[config.mk]
export PLATFORM = sky130hd
export DESIGN_NAME = serial_subtractor_ctrl_flat
export DESIGN_NICKNAME = d
export VERILOG_FILES = /design/src/rtl/serial_subtractor_ctrl_if.sv /design/src/rtl/serial_subtractor_ctrl.sv /design/src/flat_wrapper.sv
export SDC_FILE = /design/constraint.sdc
export NUM_CORES = 1
export LEC_CHECK = 0
export ABC_CLOCK_PERIOD_IN_PS = 2200
export BUFFER_PORTS_ARGS = -buffer_cell sky130_fd_sc_hd__buf_4
export CAP_MARGIN = 25
export CORE_MARGIN = 5
export CORE_UTILIZATION = 33
export CTS_CLUSTER_DIAMETER = 50
export DETAILED_ROUTE_END_ITERATION = 6
export SLEW_MARGIN = 20
export SYNTH_ARGS = -nofsm -noshare
export SYNTH_HDL_FRONTEND = slang
export SYNTH_SLANG_ARGS = --single-unit
[constraint.sdc]
create_clock -name clk -period 2.2 [get_ports clk]
set_clock_uncertainty 0.15 [all_clocks]
set_input_delay 0.22 -clock clk [delete_from_list [all_inputs] [get_ports clk]]
set_output_delay 0.22 -clock clk [all_outputs]
set_load 0.03 [all_outputs]
[src/rtl/serial_subtractor_ctrl_if.sv]
// Host-side handshake and operand/result bundle for the bit-serial subtractor.
// The host drives start and the operands. The subtractor drives status and results.
interface serial_subtractor_ctrl_if #(
    parameter int WIDTH = 8
);
    logic             start;
    logic [WIDTH-1:0] a;
    logic [WIDTH-1:0] b;
    logic             bin_init;
    logic             busy;
    logic             done;
    logic [WIDTH-1:0] diff;
    logic             bout;

    modport master (
        output start, a, b, bin_init,
        input  busy, done, diff, bout
    );

    modport slave (
        input  start, a, b, bin_init,
        output busy, done, diff, bout
    );
endinterface

[src/rtl/serial_subtractor_ctrl.sv]
// Bit-serial subtractor controller. It computes a - b - bin_init, LSB first,
// one bit per clock, through a single full-subtractor cell.
// The outcome is diff = (a - b - bin_init) mod 2^WIDTH, plus the final borrow.
module serial_subtractor_ctrl #(
    parameter int WIDTH = 8   // legal range 2..32
) (
    input logic                     clk,
    input logic                     rst,
    serial_subtractor_ctrl_if.slave bus
);
    localparam int CW = $clog2(WIDTH);
    localparam logic [CW-1:0] LAST_BIT = CW'(WIDTH - 1);

    localparam logic [1:0] IDLE = 2'd0;
    localparam logic [1:0] RUN  = 2'd1;
    localparam logic [1:0] DONE = 2'd2;

    logic [1:0]       state;
    logic [WIDTH-1:0] sa;
    logic [WIDTH-1:0] sb;
    logic             brw;
    logic [CW-1:0]    cnt;
    logic [WIDTH-1:0] racc;
    logic [WIDTH-1:0] diff_q;
    logic             bout_q;
    logic             cell_diff;
    logic             cell_bout;

    // Full-subtractor cell acting on the current LSBs and the running borrow.
    always_comb begin
        // NOTE: every always_comb output gets a value on every path, so no latch is inferred.
        cell_diff = sa[0] ^ sb[0] ^ brw;
        cell_bout = (~sa[0] & sb[0]) | (~sa[0] & brw) | (sb[0] & brw);
    end

    // Sequencer: capture operands, shift one bit per clock, publish the result.
    always_ff @(posedge clk or posedge rst) begin
        if (rst) begin
            state  <= IDLE;
            sa     <= '0;
            sb     <= '0;
            brw    <= 1'b0;
            cnt    <= '0;
            racc   <= '0;
            diff_q <= '0;
            bout_q <= 1'b0;
        end else begin
            // NOTE: state flops use non-blocking assignments, so every branch reads pre-edge values.
            case (state)
                IDLE: begin
                    if (bus.start) begin
                        sa    <= bus.a;
                        sb    <= bus.b;
                        brw   <= bus.bin_init;
                        cnt   <= '0;
                        racc  <= '0;
                        state <= RUN;
                    end
                end
                RUN: begin
                    brw  <= cell_bout;
                    racc <= {cell_diff, racc[WIDTH-1:1]};
                    sa   <= sa >> 1;
                    sb   <= sb >> 1;
                    if (cnt == LAST_BIT) begin
                        diff_q <= {cell_diff, racc[WIDTH-1:1]};
                        bout_q <= cell_bout;
                        state  <= DONE;
                    end else begin
                        cnt <= cnt + 1'b1;
                    end
                end
                DONE: state <= IDLE;
                default: state <= IDLE;
            endcase
        end
    end

    // Status outputs are decoded straight from the state flops.
    assign bus.busy = (state != IDLE);
    assign bus.done = (state == DONE);
    assign bus.diff = diff_q;
    assign bus.bout = bout_q;
endmodule
[src/flat_wrapper.sv]
// flat-port wrapper written by rule: the top's interface ports become plain ports
module serial_subtractor_ctrl_flat 
#(
    parameter int WIDTH = 8                       
)
  (clk, rst, bus_start, bus_a, bus_b, bus_bin_init, bus_busy, bus_done, bus_diff, bus_bout);
  serial_subtractor_ctrl_if #(.WIDTH(WIDTH)) bus_i ();
  input logic clk;
  input logic rst;
  input wire logic [$bits(bus_i.start)-1:0] bus_start;
  input wire logic [$bits(bus_i.a)-1:0] bus_a;
  input wire logic [$bits(bus_i.b)-1:0] bus_b;
  input wire logic [$bits(bus_i.bin_init)-1:0] bus_bin_init;
  output wire logic [$bits(bus_i.busy)-1:0] bus_busy;
  output wire logic [$bits(bus_i.done)-1:0] bus_done;
  output wire logic [$bits(bus_i.diff)-1:0] bus_diff;
  output wire logic [$bits(bus_i.bout)-1:0] bus_bout;
  assign bus_i.start = bus_start;
  assign bus_i.a = bus_a;
  assign bus_i.b = bus_b;
  assign bus_i.bin_init = bus_bin_init;
  assign bus_busy = bus_i.busy;
  assign bus_done = bus_i.done;
  assign bus_diff = bus_i.diff;
  assign bus_bout = bus_i.bout;
  serial_subtractor_ctrl #(.WIDTH(WIDTH)) u_core (.clk(clk), .rst(rst), .bus(bus_i));
endmodule
# After elaboration in Yosys (flattened, before gate mapping)
# Cells that the tools add are included.
[word_totals]
output_inout_bits = 11
ff_bits = 39
inputBits = 20
[op_classes]
n_bitwise = 8
reduce_logical = 7
eq_ne = 6
addsub = 1
muxes = 14
[op_table]
columns = ["operator", "n"]
rows = [
  ["$pmux W8 S2", 3],
  ["$mux W8", 3],
  ["$mux W3", 2],
  ["$pmux W3 S2", 1],
  ["$reduce_and A2 Y1", 3],
  ["$mux W2", 2],
  ["$ne A2 B2 Y1 const B", 2],
  ["$pmux W2 S2", 1],
  ["$reduce_bool A2 Y1", 2],
  ["$add A3 B1 Y3 const B", 1],
  ["$and A1 B1 Y1", 3],
  ["$eq A3 B3 Y1 const B", 1],
  ["$reduce_and A3 Y1", 1],
  ["$eq A2 B1 Y1 const B", 1],
  ["$eq A2 B2 Y1 const B", 1],
  ["$logic_not A2 Y1", 1],
  ["$ne A2 B1 Y1 const B", 1],
  ["$or A1 B1 Y1", 2],
  ["$pmux W1 S2", 1],
  ["$xor A1 B1 Y1", 2],
  ["$mux W1", 1],
  ["$not A1 Y1", 1],
]

# Longest topological paths before layout
# Gate-level depths: netlist (run 1).
[logic_depth]
word_depth = 5
mapped_depth = 5
ltp_nobuf = 4

# Worst setup path after synthesis (run 1)
# Ideal clock, no wire load.
[synth_path]
path_type = "register -> register"
from = "register u_core.cnt[0]"
to = "register u_core.bout_q, in the netlist u_core.bus.bout"
period_less_slack_ns = 1.689
path_slack_ns = 0.511
path_buffers = 1
required_ns = 1.922
t_arrival_ns = 1.411
path_stages_with_launch = 6
cell_sequence = "dfrtp_1 -> ha_1 -> ha_1 -> nand3b_1 -> buf_2 -> mux2_1"
[synth_via]
elab_chain_cells = 2
[synth_lines]
columns = ["element", "line_no", "source"]
rows = [
  ["start: declaration", "serial_subtractor_ctrl.sv:22", "logic [CW-1:0] cnt;"],
  ["start signal: assignment", "serial_subtractor_ctrl.sv:70", "cnt <= cnt + 1'b1;"],
  ["$eq A3 B3 Y1", "serial_subtractor_ctrl.sv:65", "if (cnt == LAST_BIT) begin"],
  ["$reduce_and A2 Y1 (no line)", "n/a", ""],
  ["end signal: assignment", "serial_subtractor_ctrl.sv:67", "bout_q <= cell_bout;"],
  ["end: declaration", "serial_subtractor_ctrl.sv:25", "logic bout_q;"],
]
# No other way between the ends.
# A chain may end at the register's enable or synchronous reset.

# Final worst setup path (run 1)
[layout_path]
from = "register u_core.state[1]"
to = "output port bus_busy"
[layout_via]
elab_chain_cells = 1
[layout_lines]
columns = ["element", "line_no", "source"]
rows = [
  ["start: declaration", "serial_subtractor_ctrl.sv:18", "logic [1:0] state;"],
  ["start signal: assignment", "serial_subtractor_ctrl.sv:39", "state <= IDLE;"],
  ["start signal: assignment", "serial_subtractor_ctrl.sv:57", "state <= RUN;"],
  ["start signal: assignment", "serial_subtractor_ctrl.sv:68", "state <= DONE;"],
  ["$reduce_bool A2 Y1", "serial_subtractor_ctrl.sv:80", "assign bus.busy = (state != IDLE);"],
  ["end: declaration", "flat_wrapper.sv:14", "output wire logic [$bits(bus_i.busy)-1:0] bus_busy;"],
]
# No other way between the ends.

==> flow_summary.ini, run 1 <==
[sta]
hold_viol = 0
setup_tns_ns = 0
worstMarginPinSlew_ns = 0.825
setup_viol = 0
slew_headroom_pct = 44.9
slew_viol_final = 0
period_share_pct = 91.7
max_clock_freq_mhz = 496
rsz0062_at_grt = false
setup_ws_ns = 0.184
period_minus_slack_ns = 2.02

[yosys]
synth_top_family_by_area = simple AND/OR/NAND/NOR gates
yosys.area_share.xor_xnor_pct = 0
ys_ff_latch = 38
synth_warnings = 0
yosys.area_share.simple_pct = 17.0
synth.area.mux_share_pct = 5.54
syn_nets = 179
synthAdderAreaFrac_pct = 2.49
synth_compound_area_share_pct = 14.1
netlist_area_um2 = 1810
synth.yosys.seq_area_share_pct = 52.6
avgSynthCellArea_um2 = 11.6
ys_types = 35
syn_inst = 156

[worst_setup_path]
rr_startpoint = u_core.cnt[0]
cp_top_family = flip-flops
startpoint = u_core.state[1]
critPathMaxStageDelay_ns = 0.64
reg2reg_depth = 4
path_buf_inv = 3
cp.required_ns = 1.83
crit_path_top_delay_cell = dfrtp_1
worst_ep_arrival_time_ns = 1.65
critPathKind = register to output port
r2r-end = u_core.bus.diff[3]
startpoint_type = register
path_cells = buf_4, nor2_1, inv_1, buf_4
path_max_fanout = 23
cp_common_cell = buf_4
critPathCaptureType = output port
rrSetupSlack_ns = 0.25

[global_route]
antenna_found_initial = 0
grt_use_total_pct = 11.2
first_global_vias = 1306
grt_pass1_wl_mm = 6.20
grt_start_max_net_pins = 40
grt-ovfl-total = 0

[placement]
placed_cell_area_um2 = 2070
placedCellCount = 248
routabilityCongestion = 0.689
hpwl_mm = 2.43
dp_slack_ns = 0.224
io_buffers = 30

[clocking]
cts_buffer_depth = 2
cts.clk_slew.worst_paths_ns = 0.07
cts.sinks = 38
post_cts_buffers = 0
cts_buffers = 5
clockRootBuffer = clkbuf_8
hold_buffers = 1
clk-insertion-delay-late_ns = 0.29
cts_resized = 0
cts_tree = yes
cts-htree-levels = 2

[routing]
vias = 1272
drtIter0Drc = 38
routed_wirelength_mm = 3.64
remaining_drc_errors = 0
ant_nets = 0
firstDrtPassIters = 4
wl_per_cell_um = 14.1
viasPerCell = 4.95

[finish]
antennaDiodeCount = 0
layout_common_cells = dfrtp_1 (38), buf_4 (34), inv_1 (19), nor4b_1 (13)
fin_cells = 257
num-fill-cells = 554
fin_nets = 207
layout_commonest_cell = dfrtp_1
drive_above_1_share_pct = 24.3
area_growth_pct = 20.4
design_area_um2 = 2170

[floorplan]
initial_utilization_pct = 33.4
die_h_um = 84.0
pin_count = 31
die_area_um2 = 7050
core_region_area_um2 = 5410
row_count = 27
die_x_um = 84.0

[power_and_ir_drop]
ir_drop_mv = 0.412
power_leakage_nw = 1.02
powerDensity_nw_per_um2 = 1310

[worst_hold_path]
min_path_cells = 2
hp-class = primary input to register
min_from = bus_b[7]
hold_end = u_core.sb[7]

[outcome]
status = finished, final reports clean

[run]
drv_cap = 0
## how the worst max path moves through the flow
stage                                    end  slack (ns)  cells after the start
after floorplan              u_core.bus.bout        0.51                      5
after global placement       u_core.bus.bout        0.31                      4
after detailed placement  u_core.bus.diff[3]        0.22                      4
after CTS                           bus_busy        0.18                      4
after global routing                bus_busy        0.04                      4
final                               bus_busy        0.18                      4
## synthesized netlist by cell type, drive strengths merged
cell      n  area (um2)
o221ai    2        17.5
nor3b     9        67.6
o211ai    1        7.51
buf      10        63.8
or3b      1        8.76
a22o      6        52.6
mux2      8        90.1
a221oi    3        26.3
nand3     2        10.0
dfrtp    38         951
a32o      1        10.0
o221a     2        22.5
nor2b     3        18.8
ha        2        25.0
mux2i     1        10.0
nand2b    5        31.3
nand3b    1        7.51
o21ba     1        10.0
inv      19        71.3
o21bai    1        7.51
a222oi    1        10.0
nor4b    13         114
o2bb2ai   1        8.76
nor2      4        15.0
and3      1        6.26
a211oi    9        67.6
a21oi     1        5.00
a211o     1        8.76
fa        1        20.0
clkbuf    4        15.0
or4b      2        20.0
nand2     2        7.51
## metal layers
layer | global-route usage (%) | vias to the layer above | wire (um)
li1 | - | 617 | -
met1 | 14.6 | 618 | 1660
met2 | 16.6 | 29 | 1690
met3 | 3.55 | 8 | 207
met4 | 5.26 | 0 | 80
met5 | 0 | - | 0
## through the flow
step	hold slack, ns	total power (W)	util, %
finish	0.0412	0.00286	40.2
global route	0.0533	0.00309	40.2
CTS	0.0328	0.00291	40.2
detailed placement	0.227	0.00241	38.4
global placement	0.224	0.00238	38.4
floorplan	0.235	0.00208	-
## sequential cells by signal, indices dropped and copies added (netlist names)
| register | count |
|---|---|
| u_core.cnt | 3 |
| u_core.bus.bout | 1 |
| u_core.racc | 7 |
| u_core.sb | 8 |
| u_core.bus.diff | 8 |
| u_core.sa | 8 |
| u_core.state | 2 |
| u_core.brw | 1 |
## kinds of logic (layout without fill, tap and decap cells)
kind of cell / after synthesis / after routing
muxes: 9 / 9
DFF: 38 / 38
and+or+nand+nor: 43 / 43
AOI/OAI and AO/OA: 30 / 30
buffers and inverters: 33 / 62
adders and majority gates: 3 / 3
## cell type report
type,instances,area [um2],share of cell area [%]
sequential,38,951,43.7
multi-input combinational,85,706,32.5
timing repair buffer,35,265,12.2
tap,72,90.1,4.14
clock buffer,7,86.3,3.97
inverter,19,71.3,3.28
clock inverter,1,5.00,0.230
## worst register-to-register path, stage by stage, from the launching register on
cell,delay [ns]
dfrtp_1,0.38
ha_1,0.16
ha_1,0.25
nand3b_1,0.42
mux2_1,0.47
## where the power goes
| group | internal (W) | switching, W |
|---|---|---|
| combinational | 0.000535 | 0.000636 |
| sequential | 0.00101 | 0.000191 |
| clock | 0.000253 | 0.000233 |
| total | 0.00180 | 0.00106 |
No activity file was read; power rests on OpenSTA's default activity.
==> inputs of run 2 (changes only) <==
--- a/config.mk
+++ b/config.mk
@@ -17,2 +17,3 @@
 export SYNTH_HDL_FRONTEND = slang
 export SYNTH_SLANG_ARGS = --single-unit
+export TNS_END_PERCENT = 50
--- a/constraint.sdc
+++ b/constraint.sdc
@@ -3,3 +3,3 @@
 set_input_delay 0.22 -clock clk [delete_from_list [all_inputs] [get_ports clk]]
 set_output_delay 0.22 -clock clk [all_outputs]
-set_load 0.03 [all_outputs]
+set_load 0.02 [all_outputs]
==> run 2 against run 1 <==
Die area unchanged; final cell count unchanged; critical path type unchanged; clock power grew 4%; hold slack about the same.
==> flow_summary.ini, run 2 (same netlist as run 1, synthesis figures left out) <==
[clocking]
cts_buffer_depth = 2
cts-htree-levels = 2
hold_buffers = 1
cts_tree = yes
cts.clk_slew.worst_paths_ns = 0.08
cts_buffers = 5
clk-insertion-delay-late_ns = 0.30
clockRootBuffer = clkbuf_8
cts.sinks = 38
post_cts_buffers = 0
cts_resized = 0

[power_and_ir_drop]
p_int_w = 0.00179
switching_share_pct = 36.1
powerDensity_nw_per_um2 = 1290
pwr-share-seq_pct = 42.6
power_leakage_nw = 1.02
combPwrFrac_pct = 39.5
p_clk_share_pct = 17.9
p_switching_w = 0.00102
ir_drop_mv = 0.419

[floorplan]
core_region_area_um2 = 5410
row_count = 27
initial_utilization_pct = 33.4
die_x_um = 84.0
die_area_um2 = 7050
die_h_um = 84.0
pin_count = 31

[finish]
fin_nets = 207
area_growth_pct = 20.6
layout_commonest_cell = dfrtp_1
num-fill-cells = 557
fin_cells = 257
finish.utilization_pct = 40.3
drive_above_1_share_pct = 24.9
layout_common_cells = dfrtp_1 (38), buf_4 (34), inv_1 (19), nor4b_1 (13)
design_area_um2 = 2180
antennaDiodeCount = 0

[worst_setup_path]
worst_ep_arrival_time_ns = 1.61
critPathMaxStageDelay_ns = 0.61
crit_path_top_delay_cell = dfrtp_1
cp_common_cell = buf_4
startpoint_type = register
cp_top_family = flip-flops
cp.required_ns = 1.83
path_max_fanout = 24
path_cells = buf_4, nor2_1, inv_1, buf_4
critPathCaptureType = output port
path_buf_inv = 3
critPathKind = register to output port

[placement]
hpwl_mm = 2.38
placed_cell_area_um2 = 2070
placedCellCount = 248
dp_slack_ns = 0.271
routabilityCongestion = 0.729
io_buffers = 30

[routing]
ant_nets = 0
vias = 1277
wl_per_cell_um = 14.2
remaining_drc_errors = 0
routed_wirelength_mm = 3.66
firstDrtPassIters = 4
viasPerCell = 4.97
drtIter0Drc = 65

[sta]
slew_headroom_pct = 46.9
setup_viol = 0
worstMarginPinSlew_ns = 0.795
period_minus_slack_ns = 1.98
rsz0062_at_grt = false
hold_viol = 0
slew_viol_final = 0
setup_tns_ns = 0
max_clock_freq_mhz = 505
setup_ws_ns = 0.220
period_share_pct = 90.0

[global_route]
grt_pass1_wl_mm = 6.43
first_global_vias = 1359
grt_start_max_net_pins = 40
grt-ovfl-total = 0
antenna_found_initial = 0
grt_use_total_pct = 11.4

[worst_hold_path]
hp-class = primary input to register

[run]
drv_cap = 0

[outcome]
status = finished, final reports clean
-- run 2: changes by cell type in the layout (fill, tap and decap cells not counted) --
| cell | delta |
|---|---|
| clkinvlp_4 | +1 |
| clkbuf_1 | -1 |
-- run 2: metrics by stage --
stage	hold slack [ns]	power [W]
after global placement	0.226	0.00232
after CTS	0.0349	0.00285
after global routing	0.0365	0.00306
final	0.0414	0.00281
after floorplan	0.235	0.00202
after detailed placement	0.226	0.00234
-- run 2: power by group through the flow --
stage	clock, W	combinational, W	sequential [W]
after floorplan	0	0.000768	0.00125
after global placement	0	0.00111	0.00121
after detailed placement	0	0.00112	0.00122
after CTS	0.000518	0.00113	0.00121
after global routing	0.000549	0.00126	0.00125
final	0.000504	0.00111	0.00120
-- run 2: final cells by class --
class / instances / area [um2] / area share, %
clock buffer: 6 / 82.6 / 3.79
clock inverter: 2 / 12.5 / 0.574
inverter: 19 / 71.3 / 3.27
multi-input combinational: 85 / 706 / 32.4
sequential: 38 / 951 / 43.7
tap: 72 / 90.1 / 4.14
timing repair buffer: 35 / 265 / 12.2
-- run 2: path summary, 6_finish.rpt --
check | slack, ns | depth (start not counted) | from | endpoint
max in group asynchronous | 1.10 | 4 | rst | u_core.sb[7]
max | 0.22 | 4 | u_core.state[1] | bus_busy
min in group asynchronous | 0.45 | 4 | rst | u_core.sa[7]
min reg2reg | 0.34 | 1 | u_core.bus.diff[6] | u_core.bus.diff[6]
min | 0.04 | 3 | bus_a[7] | u_core.sa[7]
max reg2reg | 0.27 | 4 | u_core.cnt[0] | u_core.bus.diff[4]
-- run 2: per-layer routing --
layer / track usage, % / routed length [um] / share of wire (%)
met5: 0 / 0 / 0
met4: 3.07 / 41 / 1.1
met3: 4.54 / 187 / 5.1
met2: 17.1 / 1680 / 46
met1: 15.3 / 1750 / 48
-- run 2: worst min-delay path, delay by kind of cell --
kind / cells / cell delay, ns
buffers and inverters: 1 / 0.11
AND/OR/NAND/NOR: 1 / 0.05
AO/OA/AOI/OAI: 1 / 0.07
